--- src/rtl/huff_stream_packer_pkg.sv ---
// Shared types and sizing for the Huffman stream packer.
// The code table entry layout mirrors the two-word serialization the encoder emits.
package huff_pkg;
   localparam int CODE_W   = 3;
   localparam int OUT_W    = 8;
   localparam int NUM_SYMS = 3;
   localparam int ACC_W    = OUT_W + CODE_W - 1;

   typedef struct packed {
      logic [7:0]        ch;
      logic [CODE_W-1:0] mask;
      logic [CODE_W-1:0] value;
   } code_entry_t;

   typedef enum logic [1:0] {LOAD, RUN, FLUSH} pk_state_t;

   function automatic logic [1:0] popcount_mask(input logic [CODE_W-1:0] m);
      logic [1:0] n;
      n = '0;
      for (int i = 0; i < CODE_W; i++) n = n + 2'(m[i]);
      return n;
   endfunction
endpackage

--- src/rtl/huff_stream_packer_lookup.sv ---
// Combinational symbol-to-code lookup; the lowest-index matching entry wins.
// The code is returned right-aligned, with len bits valid.
module huff_code_lookup
   import huff_pkg::*;
(
   input  code_entry_t       entries [NUM_SYMS],
   input  logic [7:0]        sym,
   output logic              hit,
   output logic [1:0]        len,
   output logic [CODE_W-1:0] code
);

   // Walk from the top so the lowest index overwrites any later match.
   always_comb begin
      hit  = 1'b0;
      len  = '0;
      code = '0;
      for (int i = NUM_SYMS - 1; i >= 0; i--) begin
         if (entries[i].ch == sym) begin
            hit  = 1'b1;
            len  = popcount_mask(entries[i].mask);
            code = entries[i].value & ~({CODE_W{1'b1}} << popcount_mask(entries[i].mask));
         end
      end
   end

endmodule

--- src/rtl/huff_stream_packer.sv ---
// Captures the encoder code table, then packs symbol codes MSB-first into OUT_W-bit words.
// state | meaning: LOAD = capturing table words, RUN = packing symbols, FLUSH = draining frame tail
module huff_stream_packer
   import huff_pkg::*;
(
   input  logic             clk,
   input  logic             reset,
   input  logic             reload,
   input  logic [8:0]       tbl_in,
   input  logic             tbl_valid,
   input  logic [7:0]       sym_in,
   input  logic             sym_valid,
   input  logic             sym_last,
   output logic             sym_ready,
   output logic [OUT_W-1:0] out_data,
   output logic [3:0]       out_bits,
   output logic             out_last,
   output logic             out_valid,
   input  logic             out_ready,
   output logic             tbl_loaded,
   output logic             err_miss
);

   pk_state_t         state, nxt_state;
   code_entry_t       entries [NUM_SYMS];
   code_entry_t       nxt_entries [NUM_SYMS];
   logic [ACC_W-1:0]  acc, nxt_acc, code_al;
   logic [3:0]        acc_cnt, nxt_cnt;
   logic [1:0]        idx, nxt_idx;
   logic              phase, nxt_phase, nxt_err;
   logic              hit;
   logic [1:0]        len;
   logic [CODE_W-1:0] code;
   logic              sym_acc, pop;
   logic              nxt_ov, nxt_last, nxt_ready;
   logic [OUT_W-1:0]  nxt_data;
   logic [3:0]        nxt_bits;

   huff_code_lookup u_lookup (
      .entries (entries),
      .sym     (sym_in),
      .hit     (hit),
      .len     (len),
      .code    (code)
   );

   // Left-align the code in the accumulator frame, then slot it under the bits already held.
   assign code_al = {code, {(ACC_W-CODE_W){1'b0}}} << (2'(CODE_W) - len);
   assign sym_acc = sym_valid && sym_ready;
   assign pop     = out_valid && out_ready;

   always_comb begin
      nxt_state   = state;
      nxt_entries = entries;
      nxt_acc     = acc;
      nxt_cnt     = acc_cnt;
      nxt_idx     = idx;
      nxt_phase   = phase;
      nxt_err     = err_miss;
      case (state)
         LOAD: begin
            if (tbl_valid && tbl_in[8]) begin
               if (!phase) begin
                  nxt_entries[idx].ch = tbl_in[7:0];
                  nxt_phase           = 1'b1;
               end else begin
                  nxt_entries[idx].mask  = tbl_in[5:3];
                  nxt_entries[idx].value = tbl_in[2:0];
                  nxt_phase              = 1'b0;
                  if (idx == 2'(NUM_SYMS - 1)) begin
                     nxt_idx   = '0;
                     nxt_state = RUN;
                  end else begin
                     nxt_idx = idx + 2'd1;
                  end
               end
            end
         end
         RUN: begin
            if (sym_acc) begin
               if (hit) begin
                  nxt_acc = acc | (code_al >> acc_cnt);
                  nxt_cnt = acc_cnt + 4'(len);
               end else begin
                  nxt_err = 1'b1;
               end
               if (sym_last) nxt_state = FLUSH;
            end else if (pop) begin
               nxt_acc = acc << OUT_W;
               nxt_cnt = acc_cnt - 4'(OUT_W);
            end
         end
         FLUSH: begin
            if (pop) begin
               if (acc_cnt > 4'(OUT_W)) begin
                  nxt_acc = acc << OUT_W;
                  nxt_cnt = acc_cnt - 4'(OUT_W);
               end else begin
                  nxt_acc   = '0;
                  nxt_cnt   = '0;
                  nxt_state = RUN;
               end
            end
         end
         default: nxt_state = LOAD;
      endcase
   end

   // Handshake outputs are registered from the next-state view so they line up with acc/acc_cnt.
   always_comb begin
      nxt_ov    = (nxt_state == FLUSH) || ((nxt_state == RUN) && (nxt_cnt >= 4'(OUT_W)));
      nxt_last  = (nxt_state == FLUSH) && (nxt_cnt <= 4'(OUT_W));
      nxt_data  = nxt_ov ? nxt_acc[ACC_W-1 -: OUT_W] : '0;
      nxt_bits  = !nxt_ov ? 4'd0 : (nxt_last ? nxt_cnt : 4'(OUT_W));
      nxt_ready = (nxt_state == RUN) && (nxt_cnt < 4'(OUT_W)) && !nxt_ov;
   end

   always_ff @(posedge clk) begin
      if (reset || reload) begin
         state      <= LOAD;
         for (int i = 0; i < NUM_SYMS; i++) entries[i] <= '0;
         acc        <= '0;
         acc_cnt    <= '0;
         idx        <= '0;
         phase      <= 1'b0;
         err_miss   <= 1'b0;
         out_valid  <= 1'b0;
         out_data   <= '0;
         out_bits   <= '0;
         out_last   <= 1'b0;
         sym_ready  <= 1'b0;
         tbl_loaded <= 1'b0;
      end else begin
         state      <= nxt_state;
         entries    <= nxt_entries;
         acc        <= nxt_acc;
         acc_cnt    <= nxt_cnt;
         idx        <= nxt_idx;
         phase      <= nxt_phase;
         err_miss   <= nxt_err;
         out_valid  <= nxt_ov;
         out_data   <= nxt_data;
         out_bits   <= nxt_bits;
         out_last   <= nxt_ov && nxt_last;
         sym_ready  <= nxt_ready;
         tbl_loaded <= (nxt_state != LOAD);
      end
   end

endmodule
--- config.mk ---
export PLATFORM = sky130hd
export DESIGN_NAME = huff_stream_packer
export DESIGN_NICKNAME = d
export VERILOG_FILES = /design/src/rtl/huff_stream_packer_pkg.sv /design/src/rtl/huff_stream_packer_lookup.sv /design/src/rtl/huff_stream_packer.sv
export SDC_FILE = /design/constraint.sdc
export NUM_CORES = 1
export LEC_CHECK = 0
export ABC_AREA = 1
export CORE_ASPECT_RATIO = 0.6
export CORE_MARGIN = 8
export CORE_UTILIZATION = 30
export CTS_CLUSTER_DIAMETER = 30
export DETAILED_ROUTE_END_ITERATION = 10
export GPL_TIMING_DRIVEN = 1
export HOLD_SLACK_MARGIN = 0.08
export PLACE_DENSITY = 0.48
export SYNTH_ARGS = -nofsm -noshare
export SYNTH_HDL_FRONTEND = slang
export SYNTH_SLANG_ARGS = --single-unit
--- constraint.sdc ---
create_clock -name clk -period 3.1 [get_ports clk]
set_clock_uncertainty 0.05 [all_clocks]
set_input_delay 0.31 -clock clk [delete_from_list [all_inputs] [get_ports clk]]
set_output_delay 0.31 -clock clk [all_outputs]
set_load 0.02 [all_outputs]
Word-level counts from Yosys, hierarchy flattened
Index checks and enable logic that the tools add are counted.
Operators by class
  $lt $le $gt $ge: 6
  bitwise gates (word level): 11
  mux-type cells: 42
  eq/ne operators: 11
  $add $sub $neg: 10
  reduce and logical (&&, ||, !) cells: 21
  shift-type cells: 5
Operators by type and width (count)
  bitwise mux 42 bit: 3
  demux 14 bit (select 2 bit): 3
  2-to-1 mux 10 bit: 5
  2-to-1 mux 42 bit: 1
  == test 8 bit: 3
  2-to-1 mux 4 bit: 6
  2-to-1 mux 2 bit: 11
  case mux 10 bit (2 select lines): 1
  2-to-1 mux 14 bit: 1
  2-to-1 mux 3 bit: 4
  bitwise OR 10 bit: 1
  << shifter 10 x 2 -> 10 bit: 1
  >> shifter 10 x 4 -> 10 bit: 1
  bitwise AND 3 bit: 3
  logical AND 1 bit: 9
  inverter 3 bit: 3
  << shifter 3 x 2 -> 3 bit (first input constant): 3
  case mux 4 bit (2 select lines): 1
  adder 1 x 1 -> 2 bit: 3
  adder 2 x 1 -> 2 bit: 3
  == test 2 bit (second input constant): 3
  2-to-1 mux 6 bit: 1
  inequality test 3 bit (second input constant): 2
  case mux 2 bit (3 select lines): 1
  24 further kinds: 33
Word-level totals
  output and inout bits: 17
  logic and storage cells: 129
  flip-flop bits (word level): 78
  input bits: 24

Logic depth before layout (Yosys ltp)
  depth after elaboration: 14
  mapped depth: 24

Cells and area by module
Synthesis repeated with hierarchy kept, for this count alone.
Unflattened totals
  cells, all modules: 653
  area, all modules: 4296.6 µm²
Modules (own cells, without submodules)
  huff_stream_packer: instances 1, cells each 508, area an instance 3589.7 µm²
  huff_code_lookup: instances 1, cells each 145, area an instance 706.9 µm²

Worst setup path before layout
OpenSTA, ideal clock, no wires.
  path type: reg2reg
  start: reg entries[17] (netlist name)
  end: reg out_bits[0]
  slack: 548 ps
  buffers on the path: 0
  period minus slack after synthesis: 2552 ps
  data required time: 2994 ps
  stages on the path, launching flop included: 13
  arrival time: 2446 ps
  cell sequence: dfxtp_1 > fa_1 > nand3_1 > nand3_1 > inv_2 > nor2_4 > ha_1 > fa_1 > a22oi_1 > nand3_1 > a21oi_2 > nand2_1 > inv_1
On the way
  longest elaborated chain between the ends: 13
  elaborated cells on any way between the ends: 16
RTL lines
  adder 1 x 1 -> 2 bit (*): line huff_stream_packer_pkg.sv:20  | for (int i = 0; i < CODE_W; i++) n = n + 2'(m[i]);
  adder 2 x 1 -> 2 bit (*): line huff_stream_packer_pkg.sv:20
  2-to-1 mux 2 bit (*) (2 in series): line huff_stream_packer_lookup.sv:19  | if (entries[i].ch == sym) begin
  adder 4 x 2 -> 4 bit (*): line huff_stream_packer.sv:83  | nxt_cnt = acc_cnt + 4'(len);
  2-to-1 mux 4 bit (*): line huff_stream_packer.sv:81  | if (hit) begin
  2-to-1 mux 4 bit (*): line huff_stream_packer.sv:80  | if (sym_acc) begin
  case mux 4 bit (2 select lines) (*): line huff_stream_packer.sv:60  | case (state)
  greater-or-equal comparator 4 bit: line huff_stream_packer.sv:111  | nxt_ov = (nxt_state == FLUSH) || ((nxt_state == RUN) && (nxt_cnt >= 4'(OUT_W)));
  logical AND 1 bit: line huff_stream_packer.sv:111
  logical OR 1 bit: line huff_stream_packer.sv:111
  inverter 1 bit (no source line)
  OR reduction 3 bit (no source line)
  end signal: assignment: line huff_stream_packer.sv:143  | out_bits <= nxt_bits;
  end: declaration: line huff_stream_packer.sv:16  | output logic [3:0] out_bits,
Mark *: on every way between the ends. The rest lies on a longest branch, timed or not.
A chain may end at the register's enable or synchronous reset.

Worst setup path in the final report
  start: in sym_in[1]
  end: reg out_bits[1]
On the way
  longest elaborated chain between the ends: 13
  elaborated cells on any way between the ends: 21
RTL lines
  start: declaration: line huff_stream_packer.sv:11  | input logic [7:0] sym_in,
  == test 8 bit: line huff_stream_packer_lookup.sv:19
  2-to-1 mux 2 bit (3 in series): line huff_stream_packer_lookup.sv:19
  adder 4 x 2 -> 4 bit: line huff_stream_packer.sv:83
  2-to-1 mux 4 bit (*): line huff_stream_packer.sv:81
  2-to-1 mux 4 bit (*): line huff_stream_packer.sv:80
  case mux 4 bit (2 select lines) (*): line huff_stream_packer.sv:60
  greater-or-equal comparator 4 bit: line huff_stream_packer.sv:111
  logical AND 1 bit: line huff_stream_packer.sv:111
  logical OR 1 bit: line huff_stream_packer.sv:111
  inverter 1 bit (no source line)
  OR reduction 3 bit (no source line)
Marked as above.

==> flow_summary.html <==
<table>
<tr><th>Metric</th><th>Value</th></tr>
<tr><th colspan="2">Floorplan</th></tr>
<tr><td>Number of top-level design ports</td><td>41</td></tr>
<tr><td>Initial Util</td><td>between 30% and 40%</td></tr>
<tr><td>Horizontal die dimension</td><td>approximately 170 um</td></tr>
<tr><td>DIE AREA</td><td>roughly 18,000 um2</td></tr>
<tr><td>Core area</td><td>13,750 um2</td></tr>
<tr><td>Number of standard-cell rows in the floorplan</td><td>33</td></tr>
<tr><td>Height of the chip</td><td>about 110 um</td></tr>
<tr><th colspan="2">Global route</th></tr>
<tr><td>Antenna violations before repair</td><td>0</td></tr>
<tr><td>Maximum number of pins on one net before global-route repair</td><td>32</td></tr>
<tr><td>Total gr overflow</td><td>0</td></tr>
<tr><td>GRT Resource Usage Total</td><td>between 10% and 20%</td></tr>
<tr><td>Number of global-route vias before repair</td><td>3,926</td></tr>
<tr><td>Global-route wire length before repair</td><td>about 20 mm</td></tr>
<tr><th colspan="2">Drt</th></tr>
<tr><td>Per-cell via count in the routed design</td><td>approximately 4.5</td></tr>
<tr><td>Drt initial violations</td><td>roughly 240</td></tr>
<tr><td>Number of detailed-route iterations in the first pass</td><td>5</td></tr>
<tr><td>Number of vias after detailed routing</td><td>roughly 4,200</td></tr>
<tr><td>Remaining design rule violation count</td><td>0</td></tr>
<tr><td>Average wire per cell in the routed design</td><td>between 10 and 15 um</td></tr>
<tr><td>Total wirelength of the detailed-routed design</td><td>12.31 mm</td></tr>
<tr><td>Post-DRT Antenna Nets</td><td>0</td></tr>
<tr><th colspan="2">CTS</th></tr>
<tr><td>Clock input transition at the sequential cells of the worst setup and hold paths</td><td>approximately 0.06 ns</td></tr>
<tr><td>Number of buffers on the longest clock path</td><td>2</td></tr>
<tr><td>H-tree depth</td><td>3</td></tr>
<tr><td>Later-pin clock latency in the skew report</td><td>about 0.34 ns</td></tr>
<tr><td>CTS tree</td><td>built</td></tr>
<tr><td>Sink Count</td><td>78</td></tr>
<tr><td># hold bufs at CTS</td><td>0</td></tr>
<tr><td>Number of buffers created by CTS</td><td>9</td></tr>
<tr><td>Root Driver</td><td>clkbuf_16</td></tr>
<tr><th colspan="2">Synth</th></tr>
<tr><td>Combinational family with the most area after synthesis</td><td>simple AND/OR/NAND/NOR gates</td></tr>
<tr><td>Syn nets</td><td>685</td></tr>
<tr><td>Mapped Area</td><td>approximately 4200 um2</td></tr>
<tr><td>Share of flip-flops with an asynchronous set or reset after synthesis</td><td>0%</td></tr>
<tr><td>Unique cell type count in the Yosys netlist</td><td>40</td></tr>
<tr><td>Portion of the post-synthesis area used by sequential elements</td><td>~37%</td></tr>
<tr><td>Number of flops mapped to enable cells by yosys</td><td>0</td></tr>
<tr><td>Warning count from the yosys run</td><td>0</td></tr>
<tr><td>Count of state elements after synthesis</td><td>78</td></tr>
<tr><td>Cell count after synthesis</td><td>between 600 and 700</td></tr>
<tr><td>Multiplexer share of the synthesized area</td><td>0%</td></tr>
<tr><td>Simple-Gate Fraction of Synth Area</td><td>31.82%</td></tr>
<tr><td>Synth Area in Compound Gates</td><td>roughly 15%</td></tr>
<tr><td>XOR/XNOR share of the synthesized area</td><td>about 2.7%</td></tr>
<tr><td>Post-synthesis cell type with the largest combined area</td><td>dfxtp_1</td></tr>
<tr><td>Adder-Cell Fraction of Synth Area</td><td>~4%</td></tr>
<tr><td>Dominant synthesized flop cell</td><td>dfxtp_1</td></tr>
<tr><td>Top cells by area, synth</td><td>dfxtp_1 37%, nand2_1 17%, inv_1 7.9%</td></tr>
<tr><td>Share of the synthesized area in the top cell type</td><td>36.80%</td></tr>
<tr><td>Mean instance size in the synthesized netlist</td><td>approximately 6.5 um2</td></tr>
<tr><th colspan="2">Worst setup path</th></tr>
<tr><td>Maximum fanout count along the critical path</td><td>6</td></tr>
<tr><td>Critical path, cell by cell</td><td>clkdlybuf4s50_1, xnor2_1, nand2_1, nor2_2, nand2_2, buf_4, inv_2, nand2_1, nand2_2, nor2_4, ha_1, fa_1, nand2_1, xor2_1, nand3_1, nand2_1, inv_1, nand3_1, a21oi_4, nand2_1, inv_1</td></tr>
<tr><td>Endpoint arrival time on the critical path</td><td>just over 3 ns</td></tr>
<tr><td>Cell seen most often among critical-path stages</td><td>nand2_1</td></tr>
<tr><td>Crit path max-delay family</td><td>simple AND/OR/NAND/NOR gates</td></tr>
<tr><td>Startpoint kind of the worst setup timing path</td><td>input port</td></tr>
<tr><td>Highest-delay cell along the critical path</td><td>clkdlybuf4s50_1</td></tr>
<tr><td>Worst Setup End Kind</td><td>flip-flop</td></tr>
<tr><td>Delay of the slowest critical-path stage</td><td>0.54 ns</td></tr>
<tr><td>Count of buffering cells on the critical path with inverters included</td><td>5</td></tr>
<tr><td>Kind of critical path</td><td>in2reg</td></tr>
<tr><td>Required time of the worst setup path</td><td>3.28 ns</td></tr>
<tr><th colspan="2">STA</th></tr>
<tr><td>Final-report max-slew violation count</td><td>0</td></tr>
<tr><td>Slew at the pin closest to its max-slew limit</td><td>0.7650 ns</td></tr>
<tr><td>Sum of negative setup slack</td><td>0 ns</td></tr>
<tr><td>Period utilisation layout</td><td>about 93%</td></tr>
<tr><td>Number of endpoints failing setup at the final stage</td><td>0</td></tr>
<tr><td>Minimum setup slack in the final design</td><td>around 0.23 ns</td></tr>
<tr><td>Relative slew margins</td><td>slightly below 50%</td></tr>
<tr><td>Final hold violation count</td><td>0</td></tr>
<tr><td>Minimum period implied by the final worst setup slack</td><td>about 2.9 ns</td></tr>
<tr><td>FMAX</td><td>348.5 MHz</td></tr>
<tr><td>Worst slack on hold paths</td><td>0.4201 ns</td></tr>
<tr><th colspan="2">Power and ir drop</th></tr>
<tr><td>Leakage</td><td>~2.5 nW</td></tr>
<tr><td>Largest vdd supply drop</td><td>~0.26 mV</td></tr>
<tr><td>Total power density per cell area</td><td>a little under 400 nW/um2</td></tr>
<tr><td>Power consumption</td><td>around 2.1 mW</td></tr>
<tr><th colspan="2">Final layout</th></tr>
<tr><td>Synthesis-to-finish area growth</td><td>29.02%</td></tr>
<tr><td>Commonest cells after routing, fill and taps aside</td><td>195 x nand2_1, 87 x inv_1, 78 x dfxtp_1, 67 x nor2_1, 54 x a21oi_1</td></tr>
<tr><td>Most frequent standard cell in the layout excluding fill and tap cells</td><td>nand2_1</td></tr>
<tr><td>Final standard cell count with taps included and fillers excluded</td><td>approximately 900</td></tr>
<tr><td>Finished Core Util</td><td>39.81%</td></tr>
<tr><td>Post-layout net count</td><td>around 770</td></tr>
<tr><td>Count of inserted antenna diode cells</td><td>0</td></tr>
<tr><td>Layout cells sized above 1</td><td>12.79%</td></tr>
<tr><td>Final std cell area, no fill</td><td>5474 um2</td></tr>
<tr><th colspan="2">Placed design</th></tr>
<tr><td>Gpl congestion</td><td>between 0.8 and 0.9</td></tr>
<tr><td>Count of input and output buffers</td><td>40</td></tr>
<tr><td>Dpl ws</td><td>-0.1338 ns</td></tr>
<tr><td>Half-perimeter wire length of the detailed placement result</td><td>9.607 mm</td></tr>
<tr><td>Number of placed instances, taps included</td><td>a little over 900</td></tr>
<tr><td>Dpl cell area</td><td>about 5100 um2</td></tr>
<tr><th colspan="2">Run status</th></tr>
<tr><td>Outcome</td><td>complete, no violations</td></tr>
<tr><th colspan="2">Worst hold path</th></tr>
<tr><td>Min-delay worst type</td><td>reg2reg</td></tr>
<tr><th colspan="2">Flow run</th></tr>
<tr><td>Max-cap check violation count</td><td>0</td></tr>
</table>
path summary, 6_finish.rpt:
| kind | start | to | slack (ns) | depth (start not counted) |
|---|---|---|---|---|
| worst min register to register | entries[20] | entries[20] | 0.42 | 2 |
| worst max register to register | entries[39] | out_bits[1] | 0.29 | 21 |
| worst min-delay path | entries[20] | entries[20] | 0.42 | 2 |
| worst max-delay path | sym_in[1] | out_bits[1] | 0.23 | 21 |
where the power goes:
part	switching (mW)	internal (mW)	total, mW
Sequential	0.00347	1.01	1.01
Combinational	0.0742	0.0609	0.135
Clock	0.432	0.568	1.00
Total	0.510	1.64	2.14
cells by family (layout without fill, tap and decap cells):
family,count (synthesis),in the layout
AO/OA/AOI/OAI,118,118
XOR/XNOR,12,12
adder cells (fa/ha/maj),11,11
buffers and inverters,111,196
flip-flops,78,78
AND/OR/NAND/NOR,320,320
area by class of cell:
type	count	area, um2
Multi-Input combinational cell	461	2290
Clock inverter	6	45.04
Fill cell	1444	8275
Clock buffer	10	239.0
Tap cell	192	240.2
Sequential cell	78	1562
Timing Repair Buffer	84	738.2
Inverter	96	360.3
layer usage:
| layer | up-vias | track usage [%] | wire length (um) |
|---|---|---|---|
| met3 | 9 | 4.256 | 772 |
| met5 | - | 0 | 0 |
| li1 | 2204 | - | - |
| met4 | 0 | 4.023 | 101 |
| met2 | 99 | 17.61 | 4222 |
| met1 | 1870 | 22.33 | 7213 |
state kept, by name, indices dropped and copies added, names as in the netlist:
signal,count
idx,2
tbl_loaded,1
acc_cnt,4
state,2
out_last,1
entries,42
out_data,8
sym_ready,1
err_miss,1
phase,1
out_valid,1
out_bits,4
acc,10
synthesized netlist by cell type, types with 5 or more instances:
library cell and count:
a21oi_1 54, a211oi_1 5, ha_1 7, nand2_2 5
nand3_1 28, inv_2 6, nand2_1 195, dfxtp_1 78
o21ai_0 47, inv_1 89, xnor2_1 10, nor2_1 69
clkbuf_1 13
timing repair:
item,4_1_cts,5_1_grt
hold endpoints to repair,0,0
buffers inserted,0,0
resized for setup,0,13
endpoints found under the setup margin,0,13
worst register-to-register path, delay by kind of cell (launching register included):
family,cells,cell delay (ns)
AND/OR/NAND/NOR,13,1.12
adder cells (fa/ha/maj),2,0.59
flip-flops,1,0.44
buffers and inverters,4,0.28
XOR/XNOR,1,0.14
AO/OA/AOI/OAI,1,0.08
No activity file was read; power rests on OpenSTA's default activity.
